`src/rtl/ifu.sv`:
```
// Instruction fetch unit: one outstanding memory request, holds each fetched
// instruction until the decoder accepts it, and tracks EXU redirects.
module ifu #(
    parameter int unsigned             RegWidth = 64,
    parameter int unsigned             INSTWide = 32,
    parameter logic [RegWidth-1:0]     RESET_PC = 64'h8000_0000
) (
    input  logic                clk,
    input  logic                rst,
    output logic                imem_req_valid,
    input  logic                imem_req_ready,
    output logic [RegWidth-1:0] imem_addr,
    input  logic                imem_rsp_valid,
    input  logic [INSTWide-1:0] imem_rsp_data,
    output logic                ifu_valid,
    input  logic                idu_ready,
    output logic [INSTWide-1:0] id_inst,
    output logic [RegWidth-1:0] id_pc,
    input  logic                redirect_valid,
    input  logic [RegWidth-1:0] redirect_pc,
    output logic [63:0]         fetch_cnt
);

    typedef enum logic [1:0] {
        ST_REQ  = 2'd0,
        ST_WAIT = 2'd1,
        ST_HOLD = 2'd2
    } state_t;

    state_t              state, state_nxt;
    logic [RegWidth-1:0] pc, pc_nxt;
    logic                drop, drop_nxt;
    logic                latch_rsp;
    logic                accept;

    function automatic logic [RegWidth-1:0] align_pc(input logic [RegWidth-1:0] a);
        return a & ~RegWidth'(3);
    endfunction

    always_comb begin
        state_nxt      = state;
        pc_nxt         = pc;
        drop_nxt       = drop;
        latch_rsp      = 1'b0;
        accept         = 1'b0;
        imem_req_valid = 1'b0;
        ifu_valid      = 1'b0;
        case (state)
            ST_REQ: begin
                imem_req_valid = 1'b1;
                if (redirect_valid) begin
                    pc_nxt = align_pc(redirect_pc);
                end
                if (imem_req_ready) begin
                    // A redirect in the accept cycle leaves the old-pc request
                    // in flight; its response must be thrown away.
                    state_nxt = ST_WAIT;
                    drop_nxt  = redirect_valid;
                end
            end
            ST_WAIT: begin
                if (imem_rsp_valid) begin
                    state_nxt = ST_REQ;
                    drop_nxt  = 1'b0;
                    if (redirect_valid) begin
                        pc_nxt = align_pc(redirect_pc);
                    end else if (!drop) begin
                        latch_rsp = 1'b1;
                        state_nxt = ST_HOLD;
                    end
                end else if (redirect_valid) begin
                    pc_nxt   = align_pc(redirect_pc);
                    drop_nxt = 1'b1;
                end
            end
            ST_HOLD: begin
                ifu_valid = 1'b1;
                if (redirect_valid) begin
                    pc_nxt    = align_pc(redirect_pc);
                    state_nxt = ST_REQ;
                end else if (idu_ready) begin
                    pc_nxt    = pc + RegWidth'(4);
                    accept    = 1'b1;
                    state_nxt = ST_REQ;
                end
            end
            default: begin
                state_nxt = ST_REQ;
                drop_nxt  = 1'b0;
            end
        endcase
    end

    assign imem_addr = pc;

    always_ff @(posedge clk or negedge rst) begin
        if (!rst) begin
            state <= ST_REQ;
        end else begin
            state <= state_nxt;
        end
    end

    always_ff @(posedge clk or negedge rst) begin
        if (!rst) begin
            pc        <= RESET_PC;
            drop      <= 1'b0;
            id_inst   <= '0;
            id_pc     <= '0;
            fetch_cnt <= '0;
        end else begin
            pc   <= pc_nxt;
            drop <= drop_nxt;
            if (latch_rsp) begin
                id_inst <= imem_rsp_data;
                id_pc   <= pc;
            end
            if (accept) begin
                fetch_cnt <= fetch_cnt + 64'd1;
            end
        end
    end

endmodule

```
`config.mk`:
```
export PLATFORM = sky130hd
export DESIGN_NAME = ifu
export DESIGN_NICKNAME = d
export VERILOG_FILES = /design/src/rtl/ifu.sv
export SDC_FILE = /design/constraint.sdc
export NUM_CORES = 1
export LEC_CHECK = 0
export ABC_AREA = 0
export CAP_MARGIN = 20
export CORE_AREA = 8 8 166 168
export DETAILED_ROUTE_END_ITERATION = 7
export DIE_AREA = 0 0 174 176
export PLACE_DENSITY = 0.81
export SYNTH_ARGS = -nofsm -noshare
export SYNTH_HDL_FRONTEND = slang
export SYNTH_SLANG_ARGS = --single-unit
export TNS_END_PERCENT = 1
```
`constraint.sdc`:
```
create_clock -name clk -period 2.4 [get_ports clk]
set_clock_uncertainty 0.1 [all_clocks]
set_input_delay 0.36 -clock clk [delete_from_list [all_inputs] [get_ports clk]]
set_output_delay 0.36 -clock clk [all_outputs]
set_load 0.1 [all_outputs]
```
==> results of run 1 <==
[cells in the mapped netlist (2+ instances only)]
| cell | number |
|---|---|
| dfrtp_1 | 222 |
| mux2_2 | 94 |
| nand2_1 | 90 |
| nor2_1 | 80 |
| nand3_1 | 60 |
| a21oi_1 | 58 |
| o21ai_0 | 44 |
| xnor2_1 | 41 |
| clkbuf_1 | 36 |
| nand4_1 | 33 |
| nor3_1 | 26 |
| xor2_1 | 22 |
| o22ai_1 | 19 |
| inv_1 | 17 |
| and3_1 | 16 |
| nor4_1 | 14 |
| or3_1 | 13 |
| a311oi_1 | 10 |
| buf_1 | 9 |
| a31oi_1 | 8 |
| and2_1 | 8 |
| a2bb2oi_1 | 7 |
| mux2i_1 | 7 |
| a211oi_1 | 5 |
| nor2b_1 | 5 |
| a22oi_1 | 4 |
| and4_1 | 4 |
| buf_4 | 4 |
| nand2b_1 | 4 |
| o211ai_1 | 4 |
| a221oi_1 | 3 |
| buf_2 | 3 |
| nor3_2 | 3 |
| o22a_1 | 3 |
| o32ai_1 | 3 |
| a21o_1 | 2 |
| a31o_2 | 2 |
| ha_1 | 2 |
| nor4_4 | 2 |
| o311ai_0 | 2 |
| o31ai_1 | 2 |
[worst max-delay path: stages (launching register included)]
cell and delay, ns:
dfstp_4 0.64, nand4_1 0.14, or3_4 0.43, nor4_1 0.27, a21oi_1 0.17, o31ai_1 0.29
o311ai_1 0.14
[power groups by stage]
stage / sequential, mW / combinational, mW / clock, mW
5_1_grt: 5.76 / 11.9 / 4.29
3_5_place_dp: 5.66 / 11.6 / 0
2_1_floorplan: 12.9 / 1.49 / 0
4_1_cts: 5.61 / 11.6 / 4.17
3_3_place_gp: 5.60 / 11.5 / 0
6_report: 5.60 / 11.6 / 4.07
[logic make-up after synthesis]
group                      after synthesis
AOI/OAI and AO/OA                      181
xor gates and xnor gates                63
adders and majority gates                2
buffers and inverters                   70
DFF                                    223
muxes                                  101
other                                    1
and+or+nand+nor                        367
[cells in the final DEF, fill, tap and decap left out, drive strengths merged, types with 3 or more instances in the layout]
cell,instances
and4,4
o22ai,19
a22oi,4
a211oi,5
o22a,3
a31oi,8
nor4,16
bufinv,4
o21ai,44
inv,18
or3,13
xor2,22
nand4,34
nand3,60
mux2,94
clkbuf,36
and2,9
clkdlybuf4s50,98
and3,16
nor2,80
a221oi,3
nand2,91
a311oi,10
a21oi,58
nor3,29
dfrtp,222
clkinv,3
buf,307
o211ai,4
o32ai,3
mux2i,7
nand2b,4
nor2b,5
conb,4
a2bb2oi,7
xnor2,41
[routing by layer]
layer	vias to the layer above	global-route usage [%]	wire, µm
met4	8	5.52	783
met5	-	0	51
li1	4426	-	-
met2	460	37.8	17200
met1	4678	27.3	13900
met3	61	7.82	3660
[sequential cells by signal, summed over array words and instances, names as in the netlist]
name and count:
fetch_cnt 64, id_pc 62, imem_addr 62, id_inst 32, state 2, drop 1
[final timing paths]
path,start,slack (ns),end
worst max register to register,imem_addr[31],0.08,imem_addr[61]
worst min register to register,fetch_cnt[63],0.37,fetch_cnt[63]
max in group asynchronous,rst,1.17,imem_addr[31]
worst min-delay path,redirect_pc[3],0.29,imem_addr[3]
worst max-delay path,imem_addr[31],0.08,imem_addr[61]
min in group asynchronous,rst,0.31,fetch_cnt[63]
[area by class of cell]
cell class | instances | share of cell area, %
inverter | 17 | 0.417
clock inverter | 10 | 1.04
tap | 330 | 2.70
clock buffer | 36 | 4.68
antenna | 2 | 0.0327
multi-input combinational | 718 | 31.1
timing repair buffer | 406 | 22.6
sequential | 223 | 37.5
[repair_timing]
action	CTS	global route
hold buffers	1	0
setup endpoints to repair	4	17
gates resized for setup	2	8
hold endpoints to repair	67	0
setup buffers	2	2
pin swaps	0	5
[metrics by stage]
step	area [µm²]	power [mW]	TNS [ns]	hold slack, ns
floorplan	10700	14.4	-2.39	-0.0356
global placement	14300	17.1	-0.628	0.279
detailed placement	14300	17.3	-1.10	0.278
CTS	15300	21.4	-0.0113	0.275
global route	15300	21.9	-0.0788	0.318
finish	15300	21.3	0	0.294
==> metrics, run 1 <==
critical path class flip-flop to flip-flop; Final Core Density 61.7%; YS warnings 0; RSZ-0062 raised after global routing true; Syn Inst Count 1,008; part of the power in combinational logic 54.5%; Routed Antenna Nets 0; Die Ht 176 µm; sequential fraction of the synthesis area 53.0%; gr ovfl total 0; Final #Nets 1,495; drt wl/cell 20.4 µm; final critical-path share of the clock period 96.6%; crit-path max FO 7; multiplexer area fraction after synthesis 10.7%; Syn Area/Cell 10.4 µm²; EDFF count, synth 0; latest clock arrival within the worst-skew pair 0.53 ns; vias 9,633; die area 30,600 µm²; Max Freq 431 MHz; DP Wirelength 27,000 µm; Critical Path AT 2.61 ns; Sequential Area 5730 µm²; clock power share 19.2%; P per Cell Area 1390 nW/µm²; num rows 58; dpl ws -0.135 ns; CTS root buffer clkbuf_16; first-pass GRT wire length 55,700 µm; clk sinks 223; crit path launch type flip-flop; crit path time final 2.32 ns; vias in the first global route 9,935; Worst Path Required 2.70 ns; Adder-Cell Fraction of Synth Area 0.238%; path depth of the worst reg2reg path 6; IO Pins 328; Worst-path clk slew 0.06 ns; Crit. End Element flip-flop; FF+latch count, synth 223; core area 24,800 µm²; routed vias/inst 5.53; share of cells above drive strength 1 39.1%; Seq pwr share 26.4%; status complete, no violations; drt total wl 35,600 µm; Worst Tran Pin Value 0.571 ns; initial antenna violation count 5; GRT Util Overall 22.5%; Pint 9.80 mW; Post-route DRC 0; Synth cell types 58; placed cells 1,689; I/O Buffers 321; DRT iter0 DRCs 651; routability cong. 0.935; post-synthesis simple-gate area fraction 17.5%; P&R area growth vs syn 45.4%; H-tree depth 1; Net Sw Power 11.4 mW; largest family of logic cells by synthesized area simple AND/OR/NAND/NOR gates; Lkg Pwr 6.56 nW; Final WS setup 0.0806 ns; peak supply drop 1680 µV; synth top area cells dfrtp_1 53%, mux2_2 10%, xnor2_1 3.4%, nand2_1 3.2%, nand3_1 2.9%; Post-Synth XOR/XNOR Area 5.24%; leading area contributor after synthesis dfrtp_1; Initial DRT Pass Iterations 7; multi-input logic area 4760 µm²; largest net degree at the start of global routing 73; Initial Utilization 42.4%; Synth top area share 52.8%; fin cells 1,742; Async S/R FF share, synth 100%; Synth Cell Area 10,500 µm²; hold depth 3; post-synthesis compound-gate area fraction 10.6%; CTS Buf Count 25; number of fill cells in the layout 2,029; Longest Clk Path Bufs 3; switching portion of total power 53.9%; Die Width 174 µm; CTS tree yes; Pins Over Slew Limit 0; Max Cap Violations 0; worst hold path class input pin to flip-flop; Rel. slew slack 61.9%; Primary FF master, synth dfrtp_1; Setup-failing EPs final 0; Fin. Hold Viols 0
Power figures use the tool's default switching activity.
==> inputs of run 2 (changes only) <==
SLEW_MARGIN = 30   (was unset)
==> results of run 2 <==
Final layout, timing and power as in run 1 (identical DEF).
==> inputs of run 3 (changes only) <==
CORE_AREA = 8 8 162 164   (was 8 8 166 168)
DIE_AREA = 0 0 170 172   (was 0 0 174 176)
PLACE_DENSITY = unset   (was 0.81)
PLACE_DENSITY_LB_ADDON = 0.25   (was unset)
clock period = 2.7 ns   (was 2.4 ns; I/O delays follow)
==> run 3 against run 2 <==
Non-clock buffer count shrank 33. Fmax decreased by 8.2%. Register-to-register slack improved by 0.09 ns. Power shrank 11%. Wire length shrank 4.4%. Cell count decreased by 2.1%. Die area fell by 4.5%. Clock power is 8.6% lower.
==> metrics, run 3 (synthesized netlist as in run 1, its figures left out) <==
first-pass GRT wire length 52,800 µm (-5.2%); Setup-failing EPs final 0 (unchanged); critical path class flip-flop to flip-flop; status complete, no violations; CTS Buf Count 26 (+4.0%); Post-route DRC 0 (unchanged); cell family with most CP delay simple AND/OR/NAND/NOR gates; DRT iter0 DRCs 720 (+11%); Rel. slew slack 59.2% (-2.7 points); DP Wirelength 25,500 µm (-5.6%); multi-input logic area 4720 µm² (-0.79%); P per Cell Area 1260 nW/µm² (-9.1%); Critical Path Max Stage Delay 0.56 ns (-0.08 ns); Pins Over Slew Limit 0 (unchanged); IO Pins 328 (unchanged); routability cong. 0.924 (-1.2%); fin cells 1,705 (-2.1%); Worst Tran Pin Value 0.612 ns (+0.0412 ns); Reg with most FFs fetch_cnt; Crit. End Element flip-flop; Worst Path Required 2.98 ns (+0.28 ns); Slowest cell on crit path or3_1; core area 23,800 µm² (-4.0%); drt wl/cell 19.9 µm (-2.4%); Final #Nets 1,463 (-2.1%); final critical-path share of the clock period 93.6% (-3.1 points); commonest non-fill, non-tap cells in the layout 265 x buf_4, 180 x dfrtp_1, 98 x clkdlybuf4s50_1; CTS root buffer clkbuf_16; Critical Path AT 2.80 ns (+0.19 ns); total power 18.8 mW (-11%); number of fill cells in the layout 1,999 (-1.5%); largest net degree at the start of global routing 77 (+5.5%); placed cells 1,654 (-2.1%); Initial DRT Pass Iterations 5 (-2); worst hold path class input pin to asynchronous set/reset pin; vias 9,400 (-2.4%); CTS tree yes; crit path time final 2.53 ns (+0.207 ns); Routed Antenna Nets 0 (unchanged); H-tree depth 1 (unchanged); crit path launch type flip-flop; Fin. Hold Viols 0 (unchanged); hold slack 0.359 ns (+0.0657 ns); gr ovfl total 0 (unchanged); postcts setup bufs 0 (-2); vias in the first global route 9,523 (-4.1%); Buf+Inv Stages, Crit Path 0 (unchanged); Max Cap Violations 0 (unchanged); Lkg Pwr 6.45 nW (-1.6%); Die Width 170 µm (-2.3%); Max Freq 396 MHz (-8.2%); RSZ-0062 raised after global routing true; ordered list of cells on the worst path nand4_1 -> or3_1 -> nor4_1 -> a21oi_1 -> o31ai_1 -> o311ai_0; GRT Util Overall 22.6% (+0.17 points); latest clock arrival within the worst-skew pair 0.53 ns (about the same); share of cells above drive strength 1 34.3% (-4.9 points); Sequential Area 5630 µm² (-1.7%); clk sinks 223 (unchanged); I/O Buffers 321 (unchanged); initial antenna violation count 9 (+4); commonest non-fill, non-tap cell in the layout buf_4; P&R area growth vs syn 41.5%; Die Ht 172 µm (-2.3%); Initial Utilization 44.2% (+1.8 points); routed vias/inst 5.51 (-0.30%); die area 29,200 µm² (-4.5%); peak supply drop 1110 µV (-34%); Longest Clk Path Bufs 3 (unchanged); drt total wl 34,000 µm (-4.4%); num rows 57 (-1.7%); Largest register FFs 64 (unchanged); Sum Neg Setup Slack 0 ns (unchanged); crit-path max FO 8 (+1); Worst-path clk slew 0.06 ns (about the same); Final Core Density 62.5% (+0.88 points)
-- run 3: layer usage --
metal | up-vias | global-route usage, % | wire length (µm)
met5 | - | 0 | 60
met4 | 12 | 7.40 | 925
met3 | 67 | 6.96 | 3000
met2 | 372 | 36.4 | 16100
met1 | 4594 | 28.8 | 13900
li1 | 4355 | - | -
-- run 3: layout make-up --
| class | count | area share, % |
|---|---|---|
| inverters | 17 | 0.428 |
| clock inverters | 11 | 1.07 |
| clock buffers | 36 | 5.03 |
| multi-input cells | 718 | 31.7 |
| well taps | 324 | 2.72 |
| flip-flops and latches | 223 | 37.8 |
| diodes | 3 | 0.0504 |
| repair buffers | 373 | 21.2 |
-- run 3: where the power goes --
part	total (mW)	leakage [nW]	switching, mW	internal [mW]
Sequential	4.98	2.67	0.724	4.26
Clock	3.72	0.452	1.40	2.31
Combinational	10.1	3.33	7.98	2.13
Total	18.8	6.45	10.1	8.70
-- run 3: through the flow --
| step | worst slack [ns] | area [µm²] |
|---|---|---|
| 3_5_place_dp | 0.103 | 14000 |
| 6_report | 0.174 | 14900 |
| 4_1_cts | 0.149 | 14900 |
| 3_3_place_gp | 0.143 | 14000 |
| 2_1_floorplan | -0.0498 | 10600 |
| 5_1_grt | -0.0414 | 14900 |
-- run 3: path summary, 6_finish.rpt --
path,start,to,slack [ns],cells past startpoint
max in group asynchronous,rst,imem_addr[4],1.37,3
max reg2reg,imem_addr[26],imem_addr[57],0.17,6
max,imem_addr[26],imem_addr[57],0.17,6
min reg2reg,fetch_cnt[63],fetch_cnt[63],0.36,1
min in group clk,redirect_pc[52],imem_addr[52],0.36,3
min,rst,fetch_cnt[13],0.36,2
-- run 3: timing repair --
action                     CTS  global route
resized for setup            0             2
hold buffers                 1             0
setup endpoints to repair    0             2
hold endpoints to repair    69             0
